### config.mk
export PLATFORM = sky130hd
export DESIGN_NAME = code_seq_lock
export DESIGN_NICKNAME = d
export VERILOG_FILES = /design/src/rtl/code_seq_lock.sv
export SDC_FILE = /design/constraint.sdc
export NUM_CORES = 1
export LEC_CHECK = 0
export BUFFER_PORTS_ARGS = -buffer_cell sky130_fd_sc_hd__buf_2
export CAP_MARGIN = 5
export CORE_MARGIN = 4
export CORE_UTILIZATION = 50
export CTS_BUF_LIST = sky130_fd_sc_hd__clkbuf_16
export DETAILED_ROUTE_END_ITERATION = 6
export PLACE_DENSITY = 0.72
export SLEW_MARGIN = 20
export SYNTH_ARGS = -nofsm -noshare
export SYNTH_HDL_FRONTEND = slang
export SYNTH_SLANG_ARGS = --single-unit
### constraint.sdc
create_clock -name i_clk -period 3.14 [get_ports i_clk]
set_clock_uncertainty 0.05 [all_clocks]
set_input_delay 0.471 -clock i_clk [delete_from_list [all_inputs] [get_ports i_clk]]
set_output_delay 0.471 -clock i_clk [all_outputs]
set_load 0.005 [all_outputs]
### src/rtl/code_seq_lock.sv
// Sequential code lock: compares a keyed digit stream against a secret sequence,
// with auto-relock, consecutive-failure counting and a timed alarm lockout.
module code_seq_lock #(
    parameter int                          CODE_W      = 4,
    parameter int                          SEQ_LEN     = 3,
    parameter logic [SEQ_LEN*CODE_W-1:0]   SECRET      = {4'hB, 4'hA, 4'h3},
    parameter int                          MAX_FAIL    = 3,
    parameter int                          LOCKOUT_CYC = 16,
    parameter int                          UNLOCK_CYC  = 32
) (
    input  logic                               i_clk,
    input  logic                               i_rst_n,
    input  logic                               i_en,
    input  logic                               i_valid,
    input  logic [CODE_W-1:0]                  i_code,
    input  logic                               i_clear,
    output logic                               o_L,
    output logic                               o_A,
    output logic                               o_B,
    output logic [$clog2(SEQ_LEN+1)-1:0]       o_idx,
    output logic [$clog2(MAX_FAIL+1)-1:0]      o_fail
);

    localparam int IDX_W   = $clog2(SEQ_LEN + 1);
    localparam int FAIL_W  = $clog2(MAX_FAIL + 1);
    localparam int TMR_MAX = (LOCKOUT_CYC > UNLOCK_CYC) ? LOCKOUT_CYC : UNLOCK_CYC;
    localparam int TMR_W   = $clog2(TMR_MAX + 1);

    typedef enum logic [1:0] {
        ST_IDLE,
        ST_ENTRY,
        ST_UNLOCKED,
        ST_LOCKOUT
    } state_t;

    state_t              state_q;
    logic                l_q;
    logic                a_q;
    logic                b_q;
    logic [IDX_W-1:0]    idx_q;
    logic [FAIL_W-1:0]   fail_q;
    logic                mis_q;
    logic [TMR_W-1:0]    tmr_q;

    logic [CODE_W-1:0]   secret_digit [SEQ_LEN];
    logic                accept;
    logic                mis_d;
    logic                last_digit;
    logic                lock_hit;

    generate
        for (genvar gi = 0; gi < SEQ_LEN; gi++) begin : g_digit
            assign secret_digit[gi] = SECRET[gi*CODE_W +: CODE_W];
        end
    endgenerate

    assign accept     = i_en & i_valid;
    // Mismatch including the digit being accepted this cycle.
    assign mis_d      = mis_q | (i_code != secret_digit[idx_q]);
    assign last_digit = (idx_q == IDX_W'(SEQ_LEN - 1));
    assign lock_hit   = (fail_q == FAIL_W'(MAX_FAIL - 1));

    always_ff @(posedge i_clk or negedge i_rst_n) begin
        if (!i_rst_n) begin
            state_q <= ST_IDLE;
            l_q     <= 1'b1;
            a_q     <= 1'b0;
            b_q     <= 1'b0;
            idx_q   <= '0;
            fail_q  <= '0;
            mis_q   <= 1'b0;
            tmr_q   <= '0;
        end else begin
            case (state_q)
                ST_IDLE, ST_ENTRY: begin
                    if (state_q == ST_ENTRY && (i_clear || !i_en)) begin
                        // Aborted attempt: discard progress, no failure counted.
                        state_q <= ST_IDLE;
                        idx_q   <= '0;
                        mis_q   <= 1'b0;
                    end else if (accept) begin
                        if (last_digit) begin
                            idx_q <= '0;
                            mis_q <= 1'b0;
                            if (!mis_d) begin
                                state_q <= ST_UNLOCKED;
                                l_q     <= 1'b0;
                                fail_q  <= '0;
                                tmr_q   <= TMR_W'(UNLOCK_CYC);
                            end else if (lock_hit) begin
                                state_q <= ST_LOCKOUT;
                                a_q     <= 1'b1;
                                b_q     <= 1'b1;
                                fail_q  <= FAIL_W'(MAX_FAIL);
                                tmr_q   <= TMR_W'(LOCKOUT_CYC);
                            end else begin
                                state_q <= ST_IDLE;
                                fail_q  <= fail_q + 1'b1;
                            end
                        end else begin
                            state_q <= ST_ENTRY;
                            idx_q   <= idx_q + 1'b1;
                            mis_q   <= mis_d;
                        end
                    end
                end
                ST_UNLOCKED: begin
                    if (i_clear || tmr_q == TMR_W'(1)) begin
                        state_q <= ST_IDLE;
                        l_q     <= 1'b1;
                        tmr_q   <= '0;
                    end else begin
                        tmr_q <= tmr_q - 1'b1;
                    end
                end
                ST_LOCKOUT: begin
                    if (tmr_q == TMR_W'(1)) begin
                        state_q <= ST_IDLE;
                        a_q     <= 1'b0;
                        b_q     <= 1'b0;
                        fail_q  <= '0;
                        tmr_q   <= '0;
                    end else begin
                        tmr_q <= tmr_q - 1'b1;
                    end
                end
                default: begin
                    state_q <= ST_IDLE;
                end
            endcase
        end
    end

    assign o_L    = l_q;
    assign o_A    = a_q;
    assign o_B    = b_q;
    assign o_idx  = idx_q;
    assign o_fail = fail_q;

endmodule
Yosys cells after proc, flatten, opt, wreduce, memory -nomap -nowiden
Index checks and enable logic that the tools add are counted.
{"block": "word_totals", "ff_bits": 15, "inputBits": 9, "out_inout_bits": 7, "elab_cells": 90}
{"block": "classes", "addsub": 3, "order_cmp": 1, "n_eq_ne": 17, "n_mux": 44, "bitwise": 3, "reduce_logical": 15}
{"cell": "$mux 6", "count": 7}
{"cell": "$mux 2", "count": 15}
{"cell": "$pmux 6 s3", "count": 1}
{"cell": "$ne 2x2->1 const B", "count": 8}
{"cell": "$mux 1", "count": 14}
{"cell": "$bmux 4 s2", "count": 1}
{"cell": "$eq 2x2->1 const B", "count": 4}
{"cell": "$mux 4", "count": 2}
{"cell": "$reduce_and 7->1", "count": 1}
{"cell": "$eq 6x1->1 const B", "count": 1}
{"cell": "$ne 3x3->1 const B", "count": 2}
{"cell": "$pmux 2 s3", "count": 1}
{"cell": "$reduce_and 6->1", "count": 1}
{"cell": "$reduce_bool 2->1", "count": 3}
{"cell": "$sub 6x1->6 const B", "count": 1}
{"cell": "$reduce_and 5->1", "count": 1}
{"cell": "$add 2x1->2 const B", "count": 2}
{"cell": "$ne 4x4->1", "count": 1}
{"cell": "$pmux 1 s2", "count": 2}
{"cell": "$pmux 2 s2", "count": 1}
{"cell": "$reduce_and 4->1", "count": 1}
{"cell": "$ge 3x3->1 const B", "count": 1}
{"cell": "$not 2->3", "count": 1}
{"cell": "$reduce_and 3->1", "count": 1}
{"cell": "9 further kinds", "count": 10}

Depth between registers and ports, before layout
{"block": "logic_depth", "word_depth": 11, "ltp_mapped": 7, "ltp_nobuf": 7}

Least setup slack after synthesis
OpenSTA, ideal clock, no wires.
{"block": "synth_timing", "kind": "reg-to-reg", "from": "register idx_q[0] (netlist: o_idx[0])", "to": "register tmr_q[4]", "setup_ns": 0.139, "arrival_time_ns": 1.678, "t_required_ns": 2.951, "slack_ns": 1.273, "stages_incl_launch_ff": 8, "n_path_buf": 0, "period_less_slack_ns": 1.867, "path_cell_list": "dfrtp_1 inv_1 ha_1 xnor2_1 a41oi_2 nor2_4 mux2i_1 o22ai_1"}
{"block": "synth_between", "elab_chain_cells": 11, "word_cells_on_any_way": 15, "cone_classes": "eq/ne (4); mux (8); bitwise (2); reduce/logical (1)"}
{"item": "start, declared", "line": "40", "text": "logic [IDX_W-1:0] idx_q;"}
{"item": "start signal, assigned", "line": "102", "text": "idx_q <= idx_q + 1'b1;"}
{"item": "$not 2->3 (implied by the code)", "line": "59", "text": "assign mis_d = mis_q | (i_code != secret_digit[idx_q]);"}
{"item": "$bmux 4 s2", "line": "59"}
{"item": "$mux 4 (implied by the code) (2 in a row)", "line": "59"}
{"item": "$ne 4x4->1", "line": "59"}
{"item": "$or 1x1->1", "line": "59"}
{"item": "$mux 6", "line": "85", "text": "if (!mis_d) begin"}
{"item": "$mux 6", "line": "82", "text": "if (last_digit) begin"}
{"item": "$mux 6", "line": "81", "text": "end else if (accept) begin"}
{"item": "$mux 6", "line": "76", "text": "if (state_q == ST_ENTRY && (i_clear || !i_en)) begin"}
{"item": "$pmux 6 s3", "line": "74", "text": "case (state_q)"}
{"item": "end signal, assigned", "line": "89", "text": "tmr_q <= TMR_W'(UNLOCK_CYC);"}
{"item": "end signal, assigned", "line": "95", "text": "tmr_q <= TMR_W'(LOCKOUT_CYC);"}
{"item": "end signal, assigned", "line": "113", "text": "tmr_q <= tmr_q - 1'b1;"}
{"item": "end, declared", "line": "43", "text": "logic [TMR_W-1:0] tmr_q;"}
Several ways; a longest one is shown, not always the timed one. The select of a mux whose other input is x is not followed.
A chain may end at the register's enable or synchronous reset.

Worst setup path in the final report
Ends and elaborated chain as after synthesis.

==> metrics.txt <==
# TYPE chip_impl_metric gauge
chip_impl_info{name="outcome",value="finished clean"} 1
chip_impl_metric{name="share_of_post_route_cells_with_drive_strength_above_1",unit="%"} 22.81
chip_impl_metric{name="p_leak",unit="nW"} 0.5384
chip_impl_metric{name="async_reset_ff_share",unit="%"} 100.0
chip_impl_metric{name="setup_viol_count_final",unit=""} 0
chip_impl_info{name="critical-path-top-delay-family",value="flip-flops"} 1
chip_impl_metric{name="timing.final.crit_period",unit="ns"} 2.032
chip_impl_metric{name="die_w",unit="um"} 52.01
chip_impl_metric{name="hold_buffers",unit=""} 0
chip_impl_metric{name="port-buffer-count",unit=""} 15
chip_impl_metric{name="yosysWarnings",unit=""} 0
chip_impl_metric{name="cts_made_buffers",unit=""} 3
chip_impl_metric{name="die-height",unit="um"} 52.01
chip_impl_metric{name="grt_usage",unit="%"} 17.45
chip_impl_metric{name="drt-wirelength-per-cell",unit="um"} 14.52
chip_impl_metric{name="io_pins",unit=""} 16
chip_impl_metric{name="reg2reg_depth",unit=""} 7
chip_impl_metric{name="fp-row-count",unit=""} 15
chip_impl_metric{name="clk_pin_slew",unit="ns"} 0.05
chip_impl_info{name="worstSetupStartpointType",value="flop"} 1
chip_impl_metric{name="timing.final.max_slew_violations",unit=""} 0
chip_impl_metric{name="n_antenna_cell",unit=""} 0
chip_impl_metric{name="routed_wl",unit="mm"} 2.018
chip_impl_metric{name="grt_overflow_total",unit=""} 0
chip_impl_metric{name="critPathBufInv",unit=""} 1
chip_impl_metric{name="place_hpwl",unit="mm"} 1.542
chip_impl_metric{name="achievable-frequency",unit="MHz"} 492.1
chip_impl_metric{name="via_count_of_the_first_global_routing_pass",unit=""} 729
chip_impl_info{name="rsz0062_at_grt",value="false"} 1
chip_impl_metric{name="ant_nets",unit=""} 0
chip_impl_info{name="synthDominantAreaCellType",value="sky130_fd_sc_hd__dfrtp_1"} 1
chip_impl_metric{name="cts_resized",unit=""} 0
chip_impl_metric{name="initial_core_util",unit="%"} 54.32
chip_impl_metric{name="route.detailed.drc",unit=""} 0
chip_impl_metric{name="slew_headroom",unit="%"} 67.52
chip_impl_metric{name="preCtsSetupSlack",unit="ns"} 1.097
chip_impl_metric{name="synth_top_area_share",unit="%"} 36.18
chip_impl_metric{name="grt_first_pass_wirelength",unit="mm"} 3.415
chip_impl_metric{name="report.power.total",unit="mW"} 0.8617
chip_impl_metric{name="core_region_area",unit="mm^2"} 0.001783
chip_impl_metric{name="drtPass1Iterations",unit=""} 4
chip_impl_metric{name="dr_total_vias",unit=""} 806
chip_impl_metric{name="final.period_utilization",unit="%"} 64.71
chip_impl_metric{name="worst-endpoint-arrival",unit="ns"} 2.08
chip_impl_metric{name="synth_cell_types",unit=""} 37
chip_impl_metric{name="post_synth_inst_count",unit=""} 98
chip_impl_info{name="crit_path_cell_trace",value="inv_1, ha_1, xnor2_1, a41oi_2, nor2_4, mux2i_1, o22ai_1"} 1
chip_impl_info{name="cts_tree",value="done"} 1
chip_impl_metric{name="area.growth.synth_to_final",unit="%"} 17.44
chip_impl_metric{name="edff_count_synth",unit=""} 0
chip_impl_metric{name="vdd_ir_drop_max",unit="mV"} 0.4581
chip_impl_metric{name="finish.net_count",unit=""} 132
chip_impl_metric{name="slowest_delay",unit="ns"} 0.41
chip_impl_metric{name="htreeDepth",unit=""} 1
chip_impl_metric{name="worst-slew-pin-transition",unit="ns"} 0.4873
chip_impl_metric{name="hold_viol_final",unit=""} 0
chip_impl_metric{name="antenna_found_initial",unit=""} 0
chip_impl_metric{name="synth_seq_cells",unit=""} 15
chip_impl_info{name="worst_r2r_startpoint",value="o_idx[0]"} 1
chip_impl_metric{name="power_density",unit="mW/mm^2"} 757.6
chip_impl_metric{name="syn_area",unit="um^2"} 968.4
chip_impl_metric{name="detail_route.iter0.violations",unit=""} 24
chip_impl_metric{name="drt-vias-per-instance",unit=""} 5.799
chip_impl_metric{name="gpl.final_weighted_congestion",unit=""} 0.7702
chip_impl_info{name="worstReg2RegEnd",value="tmr_q[4]"} 1
chip_impl_info{name="clock-root-buffer",value="sky130_fd_sc_hd__clkbuf_16"} 1
chip_impl_metric{name="crit_path_max_fanout",unit=""} 6
chip_impl_info{name="worst_path_max_delay_cell",value="sky130_fd_sc_hd__dfrtp_1"} 1
chip_impl_info{name="yosys-top-cells-area",value="sky130_fd_sc_hd__dfrtp_1 (36%), sky130_fd_sc_hd__ha_1 (10%), sky130_fd_sc_hd__nand2_1 (3.9%), sky130_fd_sc_hd__o31ai_1 (3.1%), sky130_fd_sc_hd__dfstp_2 (2.7%)"} 1
chip_impl_info{name="synth_ff_type",value="sky130_fd_sc_hd__dfrtp_1"} 1
chip_impl_info{name="worstHoldPathType",value="in2async"} 1
chip_impl_metric{name="reg2reg_setup_slack",unit="ns"} 1.11
chip_impl_info{name="timing_worst_setup_path_type",value="reg2reg"} 1
chip_impl_metric{name="worst_skew_pair.late_latency",unit="ns"} 0.24
chip_impl_metric{name="crit_required",unit="ns"} 3.19
chip_impl_metric{name="post_cts_setup_bufs",unit=""} 0
chip_impl_metric{name="whs",unit="ns"} 0.08292
chip_impl_metric{name="postSynthAreaPerCell",unit="um^2"} 9.882
chip_impl_metric{name="die_area",unit="mm^2"} 0.002705
chip_impl_metric{name="clockBufferDepth",unit=""} 2
chip_impl_metric{name="fin_tns_setup",unit="ns"} 0
chip_impl_metric{name="smallest_setup_slack_after_layout",unit="ns"} 1.108
chip_impl_info{name="cp-end-kind",value="flop"} 1
chip_impl_metric{name="cts_num_sinks",unit=""} 15
chip_impl_metric{name="drv_cap",unit=""} 0
chip_impl_metric{name="seq_area_frac_synth",unit="%"} 38.89
chip_impl_metric{name="synth_fp_nets",unit=""} 115
chip_impl_metric{name="grt_start_max_net_pins",unit=""} 18
-- layout make-up --
type / count / area, um^2
Clock buffer: 3 / 75.07
Tap cell: 25 / 31.28
Sequential cell: 15 / 376.6
Inverter: 7 / 26.28
Timing Repair Buffer: 15 / 75.07
Fill cell: 150 / 645.6
Multi-Input combinational cell: 73 / 549.3
Clock inverter: 1 / 3.754
-- stage by stage --
step           util (%)  area (um^2)  cells
2_1_floorplan         -        968.4     98
3_3_place_gp      59.37         1059    135
5_1_grt           63.79         1137    139
3_5_place_dp      59.37         1059    135
4_1_cts           63.79         1137    139
6_report          63.79         1137    139
-- worst max path at each step --
stage                         from  depth (start not counted)        to
after floorplan           o_idx[0]                          7  tmr_q[4]
after global placement    o_idx[0]                          7  tmr_q[4]
after detailed placement  o_idx[0]                          7  tmr_q[4]
after CTS                 o_idx[0]                          7  tmr_q[4]
after global routing      o_idx[0]                          7  tmr_q[4]
final                     o_idx[0]                          7  tmr_q[4]
-- metal layers --
layer	up-vias	track usage (%)	part of all wire (%)	wire, um
li1	388	-	-	-
met1	391	25.00	48	963
met4	0	6.550	0.94	19
met3	4	4.585	6.3	128
met2	23	24.90	45	906
met5	-	0	0	0
-- sequential cells by signal, indices dropped and copies added, names as in the netlist --
signal,count
o_fail,2
o_L,1
state_q,2
o_B,1
o_idx,2
mis_q,1
tmr_q,6
-- power breakdown --
part | switching, mW | internal (mW) | total, mW | leakage (nW)
clock | 0.0743 | 0.168 | 0.243 | 0.0423
combinational | 0.171 | 0.139 | 0.311 | 0.305
sequential | 0.0558 | 0.253 | 0.308 | 0.191
-- cell usage after synthesis (all sizes together) (2+ instances only) --
cell type and n:
nor2 6, a21oi 4, nand3 4, nand2b 2, xnor2 2, a21boi 2, nand2 10, o22ai 4
xor2 2, o31ai 4, o21ai 4, dfrtp 14, nor3 3, buf 2, ha 8, o2bb2ai 2
inv 7, nand4 2, a22o 3
-- logic make-up after synthesis --
logic type	share of synthesized area (%)
AO/OA/AOI/OAI	22.35
XOR/XNOR	3.618
adder cells (fa/ha/maj)	10.34
buffers and inverters	4.393
flip-flops	38.89
multiplexers	1.034
AND/OR/NAND/NOR	19.38
-- cell usage in the layout, fill, tap and decap left out, drive strengths merged --
cell     count
nor3         3
nand3b       1
a41oi        1
nor4         1
xnor2        2
a21boi       2
dfrtp       14
o22a         1
nand4        2
or3b         1
buf         15
a21o         1
o31ai        4
clkbuf       3
nor2         6
nand2       10
mux2i        1
o22ai        4
o21ai        4
a21oi        4
o211ai       1
o32ai        1
nand3        4
inv          8
a22o         3
ha           8
nor3b        1
xor2         2
o2bb2ai      2
dfstp        1
nand2b       2
o31a         1
Power figures use the tool's default switching activity.
